==> config.mk <==
export PLATFORM = sky130hd
export DESIGN_NAME = rem_arbiter_flat
export DESIGN_NICKNAME = d
export VERILOG_FILES = /design/src/rtl/rem_pkg.sv /design/src/rtl/rem_arbiter_if.sv /design/src/rtl/rem.sv /design/src/rtl/rem_arbiter.sv /design/src/flat_wrapper.sv
export SDC_FILE = /design/constraint.sdc
export NUM_CORES = 1
export LEC_CHECK = 0
export ABC_AREA = 0
export CAP_MARGIN = 20
export CORE_MARGIN = 4
export CORE_UTILIZATION = 35
export DETAILED_ROUTE_END_ITERATION = 12
export PLACE_DENSITY = 0.67
export REMOVE_ABC_BUFFERS = 1
export SLEW_MARGIN = 0
export SYNTH_ARGS = -nofsm -noshare
export SYNTH_HDL_FRONTEND = slang
export SYNTH_HIERARCHICAL = 1
export SYNTH_SLANG_ARGS = --single-unit
==> constraint.sdc <==
create_clock -name clk -period 2.2 [get_ports clk]
set_input_delay 0.33 -clock clk [delete_from_list [all_inputs] [get_ports clk]]
set_output_delay 0.33 -clock clk [all_outputs]
set_load 0.005 [all_outputs]
==> src/rtl/rem_pkg.sv <==
// Shared types and constants for the rem arbiter slice.
package rem_pkg;

  localparam int REM_W     = 3;
  localparam int SIGN_BIT  = 2;
  localparam int DBZ_CNT_W = 8;

  typedef enum logic [1:0] {
    IDLE = 2'b00,
    CALC = 2'b01,
    RESP = 2'b10
  } state_t;

endpackage

==> src/rtl/rem_arbiter_if.sv <==
// Request/response bundle between requesters, consumer and the rem arbiter.
interface rem_arbiter_if
  import rem_pkg::*;
#(
  parameter int NUM_REQ = 4,
  parameter int ID_W    = $clog2(NUM_REQ)
);

  logic [NUM_REQ-1:0]       req_valid;
  logic [REM_W*NUM_REQ-1:0] req_num;
  logic [REM_W*NUM_REQ-1:0] req_den;
  logic [NUM_REQ-1:0]       req_ready;

  logic                     rsp_valid;
  logic [ID_W-1:0]          rsp_id;
  logic [REM_W-1:0]         rsp_rem;
  logic                     rsp_divbyzero;
  logic                     rsp_ready;

  modport master (
    output req_valid, req_num, req_den, rsp_ready,
    input  req_ready, rsp_valid, rsp_id, rsp_rem, rsp_divbyzero
  );

  modport slave (
    input  req_valid, req_num, req_den, rsp_ready,
    output req_ready, rsp_valid, rsp_id, rsp_rem, rsp_divbyzero
  );

endinterface

==> src/rtl/rem.sv <==
// 3-bit sign-magnitude remainder with divide-by-zero flag (combinational).
module rem
  import rem_pkg::*;
(
  input  logic [REM_W-1:0] numerator,
  input  logic [REM_W-1:0] denominator,
  output logic [REM_W-1:0] remainder,
  output logic             divbyzero
);

  // Magnitude modulo, sign follows the numerator; zero divisor flagged.
  always_comb begin
    divbyzero = (denominator[SIGN_BIT-1:0] == '0);
    remainder = {numerator[SIGN_BIT], {(REM_W-1){1'b0}}};
    if (!divbyzero) begin
      remainder[SIGN_BIT-1:0] = numerator[SIGN_BIT-1:0] % denominator[SIGN_BIT-1:0];
    end
  end

endmodule

==> src/rtl/rem_arbiter.sv <==
// Round-robin arbiter sharing one rem unit among NUM_REQ requesters.
module rem_arbiter
  import rem_pkg::*;
#(
  parameter int NUM_REQ = 4,
  parameter int ID_W    = $clog2(NUM_REQ)
) (
  input  logic                 clk,
  input  logic                 rst,
  rem_arbiter_if.slave         bus,
  output logic                 busy,
  output logic [DBZ_CNT_W-1:0] dbz_count
);

  state_t             state;
  logic [ID_W-1:0]    ptr;
  logic [REM_W-1:0]   num_q;
  logic [REM_W-1:0]   den_q;
  logic [ID_W-1:0]    id_q;

  logic [ID_W-1:0]    rsp_id_q;
  logic [REM_W-1:0]   rsp_rem_q;
  logic               rsp_dbz_q;

  logic               gnt_found;
  logic [ID_W-1:0]    gnt_idx;
  logic [ID_W-1:0]    cand;

  logic [REM_W-1:0]   rem_out;
  logic               rem_dbz;

  rem u_rem (
    .numerator   (num_q),
    .denominator (den_q),
    .remainder   (rem_out),
    .divbyzero   (rem_dbz)
  );

  // Round-robin pick: first valid requester at or above ptr, wrapping.
  // NUM_REQ is a power of two, so ID_W-bit addition wraps modulo NUM_REQ.
  always_comb begin
    gnt_found = 1'b0;
    gnt_idx   = '0;
    cand      = '0;
    for (int unsigned k = 0; k < NUM_REQ; k++) begin
      cand = ptr + ID_W'(k);
      if (!gnt_found && bus.req_valid[cand]) begin
        gnt_found = 1'b1;
        gnt_idx   = cand;
      end
    end
  end

  // One-hot grant, only offered while idle.
  always_comb begin
    bus.req_ready = '0;
    if (state == IDLE && gnt_found) begin
      bus.req_ready = NUM_REQ'(1) << gnt_idx;
    end
  end

  assign busy              = (state != IDLE);
  assign bus.rsp_valid     = (state == RESP);
  assign bus.rsp_id        = rsp_id_q;
  assign bus.rsp_rem       = rsp_rem_q;
  assign bus.rsp_divbyzero = rsp_dbz_q;

  // Sequencer: grant and latch operands, compute, then hold the response.
  always_ff @(posedge clk) begin
    if (rst) begin
      state <= IDLE;
      ptr   <= '0;
      num_q <= '0;
      den_q <= '0;
      id_q  <= '0;
    end else begin
      case (state)
        IDLE: begin
          if (gnt_found) begin
            num_q <= bus.req_num[REM_W*gnt_idx +: REM_W];
            den_q <= bus.req_den[REM_W*gnt_idx +: REM_W];
            id_q  <= gnt_idx;
            ptr   <= gnt_idx + ID_W'(1);
            state <= CALC;
          end
        end
        CALC: state <= RESP;
        RESP: begin
          if (bus.rsp_ready) begin
            state <= IDLE;
          end
        end
        default: state <= IDLE;
      endcase
    end
  end

  // Response registers captured from the rem unit at the end of CALC.
  always_ff @(posedge clk) begin
    if (rst) begin
      rsp_id_q  <= '0;
      rsp_rem_q <= '0;
      rsp_dbz_q <= 1'b0;
    end else if (state == CALC) begin
      rsp_id_q  <= id_q;
      rsp_dbz_q <= rem_dbz;
      rsp_rem_q <= rem_dbz ? {num_q[SIGN_BIT], {(REM_W-1){1'b0}}} : rem_out;
    end
  end

  // Saturating divide-by-zero event counter.
  always_ff @(posedge clk) begin
    if (rst) begin
      dbz_count <= '0;
    end else if (state == CALC && rem_dbz && dbz_count != '1) begin
      dbz_count <= dbz_count + DBZ_CNT_W'(1);
    end
  end

endmodule

==> src/flat_wrapper.sv <==
// flat-port wrapper written by rule: the top's interface ports become plain ports
module rem_arbiter_flat import rem_pkg::*;
#(
  parameter int NUM_REQ = 4,
  parameter int ID_W    = $clog2(NUM_REQ)
)
  (clk, rst, busy, dbz_count, bus_req_valid, bus_req_num, bus_req_den, bus_rsp_ready, bus_req_ready, bus_rsp_valid, bus_rsp_id, bus_rsp_rem, bus_rsp_divbyzero);
  rem_arbiter_if #(.NUM_REQ(NUM_REQ), .ID_W(ID_W)) bus_i ();
  input  logic clk;
  input  logic rst;
  output logic busy;
  output logic [DBZ_CNT_W-1:0] dbz_count;
  input wire logic [$bits(bus_i.req_valid)-1:0] bus_req_valid;
  input wire logic [$bits(bus_i.req_num)-1:0] bus_req_num;
  input wire logic [$bits(bus_i.req_den)-1:0] bus_req_den;
  input wire logic [$bits(bus_i.rsp_ready)-1:0] bus_rsp_ready;
  output wire logic [$bits(bus_i.req_ready)-1:0] bus_req_ready;
  output wire logic [$bits(bus_i.rsp_valid)-1:0] bus_rsp_valid;
  output wire logic [$bits(bus_i.rsp_id)-1:0] bus_rsp_id;
  output wire logic [$bits(bus_i.rsp_rem)-1:0] bus_rsp_rem;
  output wire logic [$bits(bus_i.rsp_divbyzero)-1:0] bus_rsp_divbyzero;
  assign bus_i.req_valid = bus_req_valid;
  assign bus_i.req_num = bus_req_num;
  assign bus_i.req_den = bus_req_den;
  assign bus_i.rsp_ready = bus_rsp_ready;
  assign bus_req_ready = bus_i.req_ready;
  assign bus_rsp_valid = bus_i.rsp_valid;
  assign bus_rsp_id = bus_i.rsp_id;
  assign bus_rsp_rem = bus_i.rsp_rem;
  assign bus_rsp_divbyzero = bus_i.rsp_divbyzero;
  rem_arbiter #(.NUM_REQ(NUM_REQ), .ID_W(ID_W)) u_core (.clk(clk), .rst(rst), .bus(bus_i), .busy(busy), .dbz_count(dbz_count));
endmodule
==> results of run 1 <==
==> per-layer routing <==
| layer | wire, um | GRT usage (%) |
|---|---|---|
| met1 | 1500 | 16.5 |
| met2 | 1560 | 23.3 |
| met3 | 304 | 6.11 |
| met4 | 51 | 2.92 |
| met5 | 0 | 0 |
==> report_power, final <==
| part | switching (mW) | internal (mW) | leakage [nW] | total, mW |
|---|---|---|---|---|
| logic | 0.246 | 0.299 | 0.642 | 0.545 |
| clock network | 0.135 | 0.129 | 0.0228 | 0.265 |
| registers | 0.0406 | 0.498 | 0.204 | 0.539 |
| total | 0.422 | 0.927 | 0.869 | 1.35 |
==> area by class of cell <==
class	instances	area [sq um]	share of cell area (%)
multi-input cells	115	837	41.2
flip-flops and latches	25	500	24.6
well taps	48	60.1	2.96
repair buffers	62	567	27.9
clock buffers	4	45.0	2.22
inverters	6	22.5	1.11
==> timing repair <==
| item | in CTS | in global routing |
|---|---|---|
| setup endpoints to repair | 4 | 3 |
| pin swaps | 5 | 1 |
| setup buffers | 1 | 0 |
| gates cloned | 0 | 0 |
| resized for setup | 13 | 6 |
| endpoints found under the hold margin | 0 | 0 |
==> path summary, 6_finish.rpt <==
| kind | endpoint | cells past startpoint |
|---|---|---|
| hold reg to reg | u_core/bus.rsp_divbyzero | 2 |
| setup / recovery | u_core/bus.rsp_rem[1] | 11 |
| setup reg to reg | u_core/bus.rsp_rem[1] | 11 |
| hold / removal | u_core/bus.rsp_divbyzero | 2 |
==> flip-flops by register name (all words and copies together) (netlist names) <==
name	cells
u_core/bus.rsp_id	2
u_core/bus.rsp_rem	3
u_core/den_q	2
u_core/bus.rsp_divbyzero	1
u_core/ptr	2
u_core/state	2
u_core/id_q	2
u_core/dbz_count	8
u_core/num_q	3
==> worst register-to-register path: cells and delay by family, from the launching register on <==
| family | cells | cell delay [ps] |
|---|---|---|
| compound gates | 6 | 820 |
| buf+inv | 1 | 60 |
| simple gates | 2 | 180 |
| flops | 1 | 330 |
| fa+ha+maj | 2 | 620 |
==> metrics by stage <==
step                hold WS, ps  worst slack (ps)
CTS                         471              14.2
global route                493             -52.6
global placement            453              -280
finish                      465              94.9
floorplan                   399               143
detailed placement          457              -320
==> metrics.md, run 1 <==
| Metric | Value |
|---|---|
| Outcome | finished, final reports clean |
| Clock Sinks | 25 |
| Clk slew on worst S/H paths | 80 ps |
| IO Pins | 51 |
| Die Wd | 71.1 um |
| First-pass DRT Iterations | 4 |
| Critical Path Source Type | flip-flop |
| PD cells | 664 nW/um^2 |
| Area of the die | 5060 sq um |
| Mean Syn Cell Area | 9.05 sq um |
| Most frequent cells in the layout | clkdlybuf4s50_1 (38), dfxtp_1 (25), nor2_1 (22) |
| Crit Path Category | flip-flop to flip-flop |
| Slowest CP cell | fa_2 |
| Final Hold Viols | 0 |
| Clock root buffer | clkbuf_8 |
| Routed vias | 1259 |
| Placed cell areas | 1970 sq um |
| Leak Pwr | 0.869 nW |
| DRC errors left | 0 |
| Final Max Tran Viols | 0 |
| Global placer's final weighted congestion | 0.818 |
| First-pass GRT wire length | 5880 um |
| Crit path DAT | 2260 ps |
| Hold path start | u_core/bus.rsp_divbyzero |
| WL per Instance | 13.1 um |
| Vias in the first global route | 1343 |
| Worst skew pair latency | 260 ps |
| Final setup TNS | 0 ps |
| Design area | 2030 sq um |
| Num CTS Buffers | 3 |
| Syn-to-layout area delta | 45.8% |
| Crit path max fanout | 3 |
| Global Route Usage Sum | 13.9% |
| Core area | 3740 sq um |
| Global route overflow | 0 |
| Vias per cell | 4.84 |
| Synthesized cell area | 1390 sq um |
| Max-Cap Viols | 0 |
| R2R Path Start | u_core/den_q[0] |
| Slowest stage delay, CP | 410 ps |
| FP Rows | 22 |
| Setup violators final | 0 |
| Final std cells w/o fill | 260 |
| Hpwl dp | 2720 um |
| Cells after Synth | 154 |
| Setup crit start | u_core/den_q[0] |
| Die H | 71.1 um |
| Initial drt markers | 39 |
| Nets@finish | 249 |
| Skew final | 2.65 ps |
| Commonest non-fill, non-tap cell in the layout | clkdlybuf4s50_1 |
| Routed WL | 3410 um |
| Fmax | 475 MHz |
| Largest net degree at the start of global routing | 20 |
| Post-route ant nets | 0 |
| Initial antenna violation count | 0 |
| Starting Density | 37.2% |
| Slew HR | 72.0% |
| Worst EP required | 2360 ps |
| Placed Cells | 255 |
| Reg2reg setup slack | 90 ps |
| Hold_buf cts | 0 |
| # diodes | 0 |
| Worst-margin pin slew | 418 ps |
| Post-route minimum period | 2110 ps |
| Maximum root-to-sink buffer count | 2 |
| Htree depth | 1 |
| Crit path max-delay family | compound AO/OA/AOI/OAI gates |
| Share of cells above drive strength 1 | 14.6% |
| Hold Crit Class | flip-flop to flip-flop |
| CP bufs+invs | 1 |
| RSZ-0062 raised after global routing | true |
| Setup crit end kind | flip-flop |
| Total power | 1.35 mW |
| Final core occ | 54.3% |
| Ys Warns | 6 |
| I/O Buffers | 46 |
| VDD IR-drop max | 0.000331 V |
| CP cell instances | inv_1 > ha_1 > a21oi_2 > a21oi_2 > fa_2 > a21oi_4 > a21oi_1 > o221a_1 > nor3b_1 > a21oi_1 > nor2_1 |
| CTS tree | yes |
| Fillers | 358 |
| Period utilization | 95.7% |
(Power assumes the default switching activity.)
==> inputs of run 2 (changes only) <==
--- a/config.mk
+++ b/config.mk
@@ -9,11 +9,11 @@
 export CAP_MARGIN = 20
 export CORE_MARGIN = 4
 export CORE_UTILIZATION = 35
+export CTS_CLUSTER_DIAMETER = 80
 export DETAILED_ROUTE_END_ITERATION = 12
-export PLACE_DENSITY = 0.67
+export PLACE_DENSITY = 0.68
 export REMOVE_ABC_BUFFERS = 1
 export SLEW_MARGIN = 0
 export SYNTH_ARGS = -nofsm -noshare
 export SYNTH_HDL_FRONTEND = slang
-export SYNTH_HIERARCHICAL = 1
 export SYNTH_SLANG_ARGS = --single-unit
==> metrics.md, run 2 <==
| Metric | Value |
|---|---|
| Outcome | finished, final reports clean |
| Hold_buf cts | 0 (unchanged) |
| IO Pins | 51 (unchanged) |
| Switching share of power | 31.1% (-0.17 points) |
| Die Wd | 70.8 um (-0.40%) |
| Commonest cells post-synth | dfxtp_1 (25), nor2_1 (20), mux2i_1 (15) |
| Most frequent cells in the layout | clkdlybuf4s50_1 (38), dfxtp_1 (22), buf_4 (19) |
| Setup crit start | bus_req_valid[1] |
| Top reg by flops | u_core.dbz_count |
| Hold path start | u_core.id_q[0] |
| Hold Crit Class | flip-flop to flip-flop |
| Commonest non-fill, non-tap cell in the layout | clkdlybuf4s50_1 |
| Initial antenna violation count | 0 (unchanged) |
| Setup crit end kind | output port |
| Psw | 434 uW (+2.8%) |
| Gate power share | 41.7% (+1.3 points) |
| Crit Path Category | input port to output port |
| Nets@finish | 265 (+6.4%) |
| Cells after Synth | 155 (+0.65%) |
| CP cell instances | dlygate4sd2_1 > buf_4 > a21oi_1 > o21ai_2 > a2bb2oi_2 > buf_4 > inv_1 > ha_1 > and2_1 > dlygate4sd2_1 |
| DRC errors left | 0 (unchanged) |
| Clk slew on worst S/H paths | 90 ps (about the same) |
| Htree depth | 1 (unchanged) |
| Final Max Tran Viols | 0 (unchanged) |
| Crit path max fanout | 3 (unchanged) |
| Synth Register Bits | 25 |
| WL per Instance | 13.4 um (+1.7%) |
| First-pass GRT wire length | 6280 um (+6.8%) |
| Syn-to-layout area delta | 57.4% |
| Sequential Power Share | 38.8% (-1.2 points) |
| Placed Cells | 254 (-0.39%) |
| Top_reg_cell synth | dfxtp_1 |
| VDD IR-drop max | 0.000327 V (-1.3%) |
| Maximum root-to-sink buffer count | 2 (unchanged) |
| Mean Syn Cell Area | 8.91 sq um (-1.5%) |
| Slowest CP cell | dlygate4sd2_1 |
| Share of cells above drive strength 1 | 21.9% (+7.3 points) |
| FP Rows | 22 (unchanged) |
| Cell with the most instances after synthesis | dfxtp_1 |
| Max-Cap Viols | 0 (unchanged) |
| Initial drt markers | 40 (+2.6%) |
| Starting Density | 36.9% (-0.33 points) |
| Global placer's final weighted congestion | 0.765 (-6.5%) |
| Worst EP required | 1870 ps (-490 ps) |
| Slew HR | 74.1% (+2.1 points) |
| Slowest stage delay, CP | 260 ps (-150 ps) |
| Post-route ant nets | 0 (unchanged) |
| Max reg flops | 8 (unchanged) |
| Synth top area share | 36.2% |
| RSZ-0062 raised after global routing | true |
| Largest net degree at the start of global routing | 14 (-30%) |
| Vias in the first global route | 1395 (+3.9%) |
| Synth top area cells | dfxtp_1 (36%), mux2i_1 (11%), ha_1 (7.2%), nor2_1 (5.4%), a21oi_1 (4.0%) |
| Routed WL | 3630 um (+6.4%) |
| Crit path max-delay family | buffers and inverters |
| CTS tree | yes |
| Area of the die | 5020 sq um (-0.80%) |
| Setup violators final | 0 (unchanged) |
| Synthesized cell area | 1380 sq um (-0.90%) |
| Die H | 70.8 um (-0.40%) |
| Post-synthesis sequential area ratio | 36.2% |
| Vias per cell | 4.96 (+2.5%) |
| Hpwl dp | 2590 um (-4.6%) |
| # diodes | 0 (unchanged) |
| Area leader, netlist | dfxtp_1 |
| Global Route Usage Sum | 15.4% (+1.5 points) |
| Ys Warns | 0 (-6) |
| Crit path DAT | 1840 ps (-420 ps) |
| Clock share of power | 19.5% (about the same) |
| Internal power | 960 uW (+3.6%) |
| Final Hold Viols | 0 (unchanged) |
| Clock root buffer | clkbuf_8 |
| I/O Buffers | 46 (unchanged) |
| Worst-margin pin slew | 388 ps (-30.0 ps) |
| Routed vias | 1350 (+7.2%) |
| Leak Pwr | 0.892 nW (+2.6%) |
| Worst skew pair latency | 270 ps (about the same) |
| Async set-reset flop share out of synthesis | 0% |
| Fillers | 335 (-6.4%) |
| Final std cells w/o fill | 272 (+4.6%) |
| Skew final | 6.18 ps (+3.52 ps) |
| Synth cell types | 34 |
| CP bufs+invs | 5 (+4) |
| PD cells | 641 nW/um^2 (-3.4%) |
| Num CTS Buffers | 3 (unchanged) |
| Post-route minimum period | 2170 ps (+63.8 ps) |
| Period utilization | 98.6% (+2.9 points) |
| R2R Path Start | u_core.ptr[0] |
| Total power | 1.39 mW (+3.4%) |
| Clock Sinks | 25 (unchanged) |
| Critical Path Source Type | input port |
| Fmax | 461 MHz (-2.9%) |
| First-pass DRT Iterations | 4 (unchanged) |
| Global route overflow | 0 (unchanged) |
| EDFF count, synth | 0 |
| Core area | 3740 sq um (unchanged) |
==> run 2: logic make-up after synthesis <==
kind of cell,synth area share (%)
and+or+nand+nor,21.9
AOI/OAI and AO/OA,13.7
DFF,36.2
buffers and inverters,4.17
muxes,10.9
adders and majority gates,8.70
xor gates and xnor gates,4.44
==> run 2: power groups by stage <==
stage                     sequential [mW]  combinational, mW  clock, mW
after floorplan                     0.537              0.255          0
after global placement              0.542              0.429          0
after detailed placement            0.544              0.446          0
after CTS                           0.537              0.544      0.279
after global routing                0.548              0.654      0.288
final                               0.541              0.581      0.272
==> run 2: layout make-up <==
cell class,instances,area [sq um],share of cell area (%)
multi-input cells,115,878,40.4
clock buffers,4,45.0,2.07
well taps,48,60.1,2.76
inverters,10,37.5,1.73
repair buffers,70,644,29.6
flip-flops and latches,25,509,23.4
==> run 2: metrics by stage <==
step	setup slack (ps)	hold WS (ps)	utilization, %	cell area (sq um)	setup TNS [ps]
after floorplan	200	399	-	1360	0
after global placement	-417	441	52.3	1960	-1490
after detailed placement	-575	448	52.3	1960	-2590
after CTS	15.3	464	57.2	2140	0
after global routing	-33.5	495	58.1	2170	-34.3
final	31.0	460	58.1	2170	0
==> run 2: worst register-to-register path: stages, from the launching register on <==
cell,delay (ps)
dfxtp_4,380
inv_2,50
a221oi_2,260
nor2_2,80
buf_4,140
buf_4,120
buf_4,120
buf_6,100
buf_6,100
buf_6,100
buf_6,100
buf_6,100
a211o_1,220
a21oi_1,130
==> run 2: path summary, 6_finish.rpt <==
check / cells past startpoint / slack, ps / end
max reg2reg: 13 / 110 / u_core.id_q[0]
min reg2reg: 2 / 460 / u_core.id_q[0]
max: 10 / 30 / bus_req_ready[1]
min: 2 / 460 / u_core.id_q[0]
==> run 2: timing repair <==
item	4_1_cts	5_1_grt
endpoints found under the setup margin	5	7
buffers inserted	15	2
resized for setup	26	13
gates cloned	0	0
pin swaps	7	8
==> run 2: per-layer routing <==
layer / GRT usage [%] / part of all wire (%) / wire length [um]
met3: 4.26 / 7.6 / 275
met4: 6.05 / 3.5 / 127
met1: 17.2 / 41 / 1500
met5: 0 / 0 / 0
met2: 27.4 / 48 / 1730
==> inputs of run 3 (changes only) <==
--- a/config.mk
+++ b/config.mk
@@ -10,9 +10,9 @@
 export CORE_MARGIN = 4
 export CORE_UTILIZATION = 35
 export CTS_CLUSTER_DIAMETER = 80
+export CTS_CLUSTER_SIZE = 14
 export DETAILED_ROUTE_END_ITERATION = 12
 export PLACE_DENSITY = 0.68
-export REMOVE_ABC_BUFFERS = 1
 export SLEW_MARGIN = 0
 export SYNTH_ARGS = -nofsm -noshare
 export SYNTH_HDL_FRONTEND = slang
==> metrics.md, run 3 (synthesis gave the netlist of run 2 again) <==
| Metric | Value |
|---|---|
| First-pass GRT wire length | 6090 um (-3.1%) |
| Final setup TNS | 0 ps (unchanged) |
| Outcome | finished, final reports clean |
| First-pass DRT Iterations | 4 (unchanged) |
| Top reg by flops | u_core.dbz_count |
| DRC errors left | 0 (unchanged) |
| Vias per cell | 4.99 (+0.59%) |
| Final std cells w/o fill | 264 (-2.9%) |
| Multi-input gate area | 852 sq um (-3.0%) |
| Clock Sinks | 25 (unchanged) |
| CP cell instances | inv_2 > a221oi_2 > nor2_1 > nor2_1 > inv_1 > buf_4 > ha_1 > and2_1 > clkbuf_2 |
| Commonest non-fill, non-tap cell in the layout | clkdlybuf4s50_1 |
| Initial antenna violation count | 0 (unchanged) |
| Routed WL | 3530 um (-2.9%) |
| Fillers | 363 (+8.4%) |
| Design area | 2070 sq um (-5.0%) |
| FP Rows | 22 (unchanged) |
| Vias in the first global route | 1400 (+0.36%) |
| CP dominant cell by count | nor2_1 |
| Area of the die | 5020 sq um (unchanged) |
| Placed Cells | 254 (unchanged) |
| Worst skew pair latency | 260 ps (about the same) |
| Critical Path Source Type | flip-flop |
| Crit path max fanout | 3 (unchanged) |
| Placed cell areas | 1960 sq um (unchanged) |
| Clk slew on worst S/H paths | 80 ps (about the same) |
| Max-Cap Viols | 0 (unchanged) |
| Period utilization | 95.7% (-2.9 points) |
| Worst EP required | 1870 ps (about the same) |
| Htree depth | 1 (unchanged) |
| Slew HR | 72.4% (-1.8 points) |
| Reg area | 508 sq um (-0.25%) |
| Leak Pwr | 0.848 nW (-4.9%) |
| Hold_buf cts | 0 (unchanged) |
| Post-route ant nets | 0 (unchanged) |
| I/O Buffers | 46 (unchanged) |
| IO Pins | 51 (unchanged) |
| Largest net degree at the start of global routing | 20 (+6) |
| Max reg flops | 8 (unchanged) |
| Nets@finish | 257 (-3.0%) |
| Slowest CP cell | dfxtp_4 |
| Core area | 3740 sq um (unchanged) |
| Clock root buffer | clkbuf_8 |
| Hold Crit Class | flip-flop to flip-flop |
| Final Hold Viols | 0 (unchanged) |
| Syn-to-layout area delta | 49.5% |
| Global Route Usage Sum | 14.7% (-0.73 points) |
| Worst-margin pin slew | 415 ps (+26.4 ps) |
| Maximum root-to-sink buffer count | 2 (unchanged) |
| Setup crit end kind | output port |
| Slowest stage delay, CP | 380 ps (+120 ps) |
| Global placer's final weighted congestion | 0.765 (unchanged) |
| PD cells | 629 nW/um^2 (-1.9%) |
| Crit Path Category | flip-flop to output port |
| Crit path DAT | 1770 ps (-70 ps) |
| Share of cells above drive strength 1 | 16.7% (-5.2 points) |
| Skew final | 5.87 ps (-0.307 ps) |
| Die H | 70.8 um (unchanged) |
| Die Wd | 70.8 um (unchanged) |
| CTS tree | yes |
| # diodes | 0 (unchanged) |
| Hpwl dp | 2770 um (+6.7%) |
| Syn nets | 195 |
| Global route overflow | 0 (unchanged) |
| Num CTS Buffers | 3 (unchanged) |
| Post-route minimum period | 2100 ps (-64.1 ps) |
| Routed vias | 1318 (-2.4%) |
| Setup violators final | 0 (unchanged) |
| Starting Density | 36.9% (unchanged) |
| Initial drt markers | 71 (+78%) |
| VDD IR-drop max | 0.000533 V (+63%) |
| Most frequent cells in the layout | clkdlybuf4s50_1 (38), dfxtp_1 (23), nor2_1 (20) |
| Final Max Tran Viols | 0 (unchanged) |
| Fmax | 475 MHz (+3.0%) |
| WL per Instance | 13.4 um (about the same) |
-- run 3: changes by cell type in the layout (fill, tap and decap cells not counted), moves of 2 or more --
cell,previous run,this run
nor2_2,2,0
nor2_1,18,20
a21oi_2,2,0
buf_6,5,0
a21oi_1,9,11
buf_4,19,16
-- run 3: per-stage QoR --
stage	total power, mW	hold WS, ps	setup slack (ps)	util [%]
final	1.30	465	95.2	55.2
after detailed placement	1.01	457	-427	52.3
after global routing	1.39	489	-2.82	55.2
after global placement	0.984	446	-352	52.3
after floorplan	0.800	426	199	-
after CTS	1.31	469	12.6	55.0
-- run 3: worst paths after layout --
path                   startpoint                    end  slack, ps  cells after the start
hold reg to reg    u_core.id_q[1]         u_core.id_q[1]        460                      2
setup reg to reg  u_core.den_q[0]  u_core.bus.rsp_rem[1]        110                      8
hold / removal     u_core.id_q[1]         u_core.id_q[1]        460                      2
setup / recovery    u_core.ptr[0]       bus_req_ready[2]        100                      9
-- run 3: power by group --
part / switching (mW) / leakage, nW / internal (mW)
Clock: 0.134 / 0.0255 / 0.126
Sequential: 0.0368 / 0.205 / 0.501
Combinational: 0.227 / 0.617 / 0.274
Total: 0.398 / 0.848 / 0.901
-- run 3: what timing repair did --
action	4_1_cts	5_1_grt
endpoints found under the hold margin	0	0
gates resized for setup	17	12
buffers inserted	6	0
pin swaps	4	1
endpoints found under the setup margin	4	6
-- run 3: critical path: cells and delay by family, from the launching register on --
kind	cells	cell delay, ps
buf+inv	4	370
fa+ha+maj	1	180
compound gates	1	210
simple gates	3	380
flops	1	380
-- run 3: layout make-up --
cell class / count / area share, %
Clock inverter: 1 / 0.242
Inverter: 10 / 1.82
Timing Repair Buffer: 62 / 27.2
Multi-Input combinational cell: 115 / 41.2
Tap cell: 48 / 2.91
Sequential cell: 25 / 24.6
Clock buffer: 3 / 2.00
-- run 3: per-layer routing --
layer	track usage, %	wire (um)	share of wire, %
met4	4.80	53	1.5
met1	16.8	1510	43
met3	3.84	133	3.8
met5	0	0	0
met2	26.3	1830	52
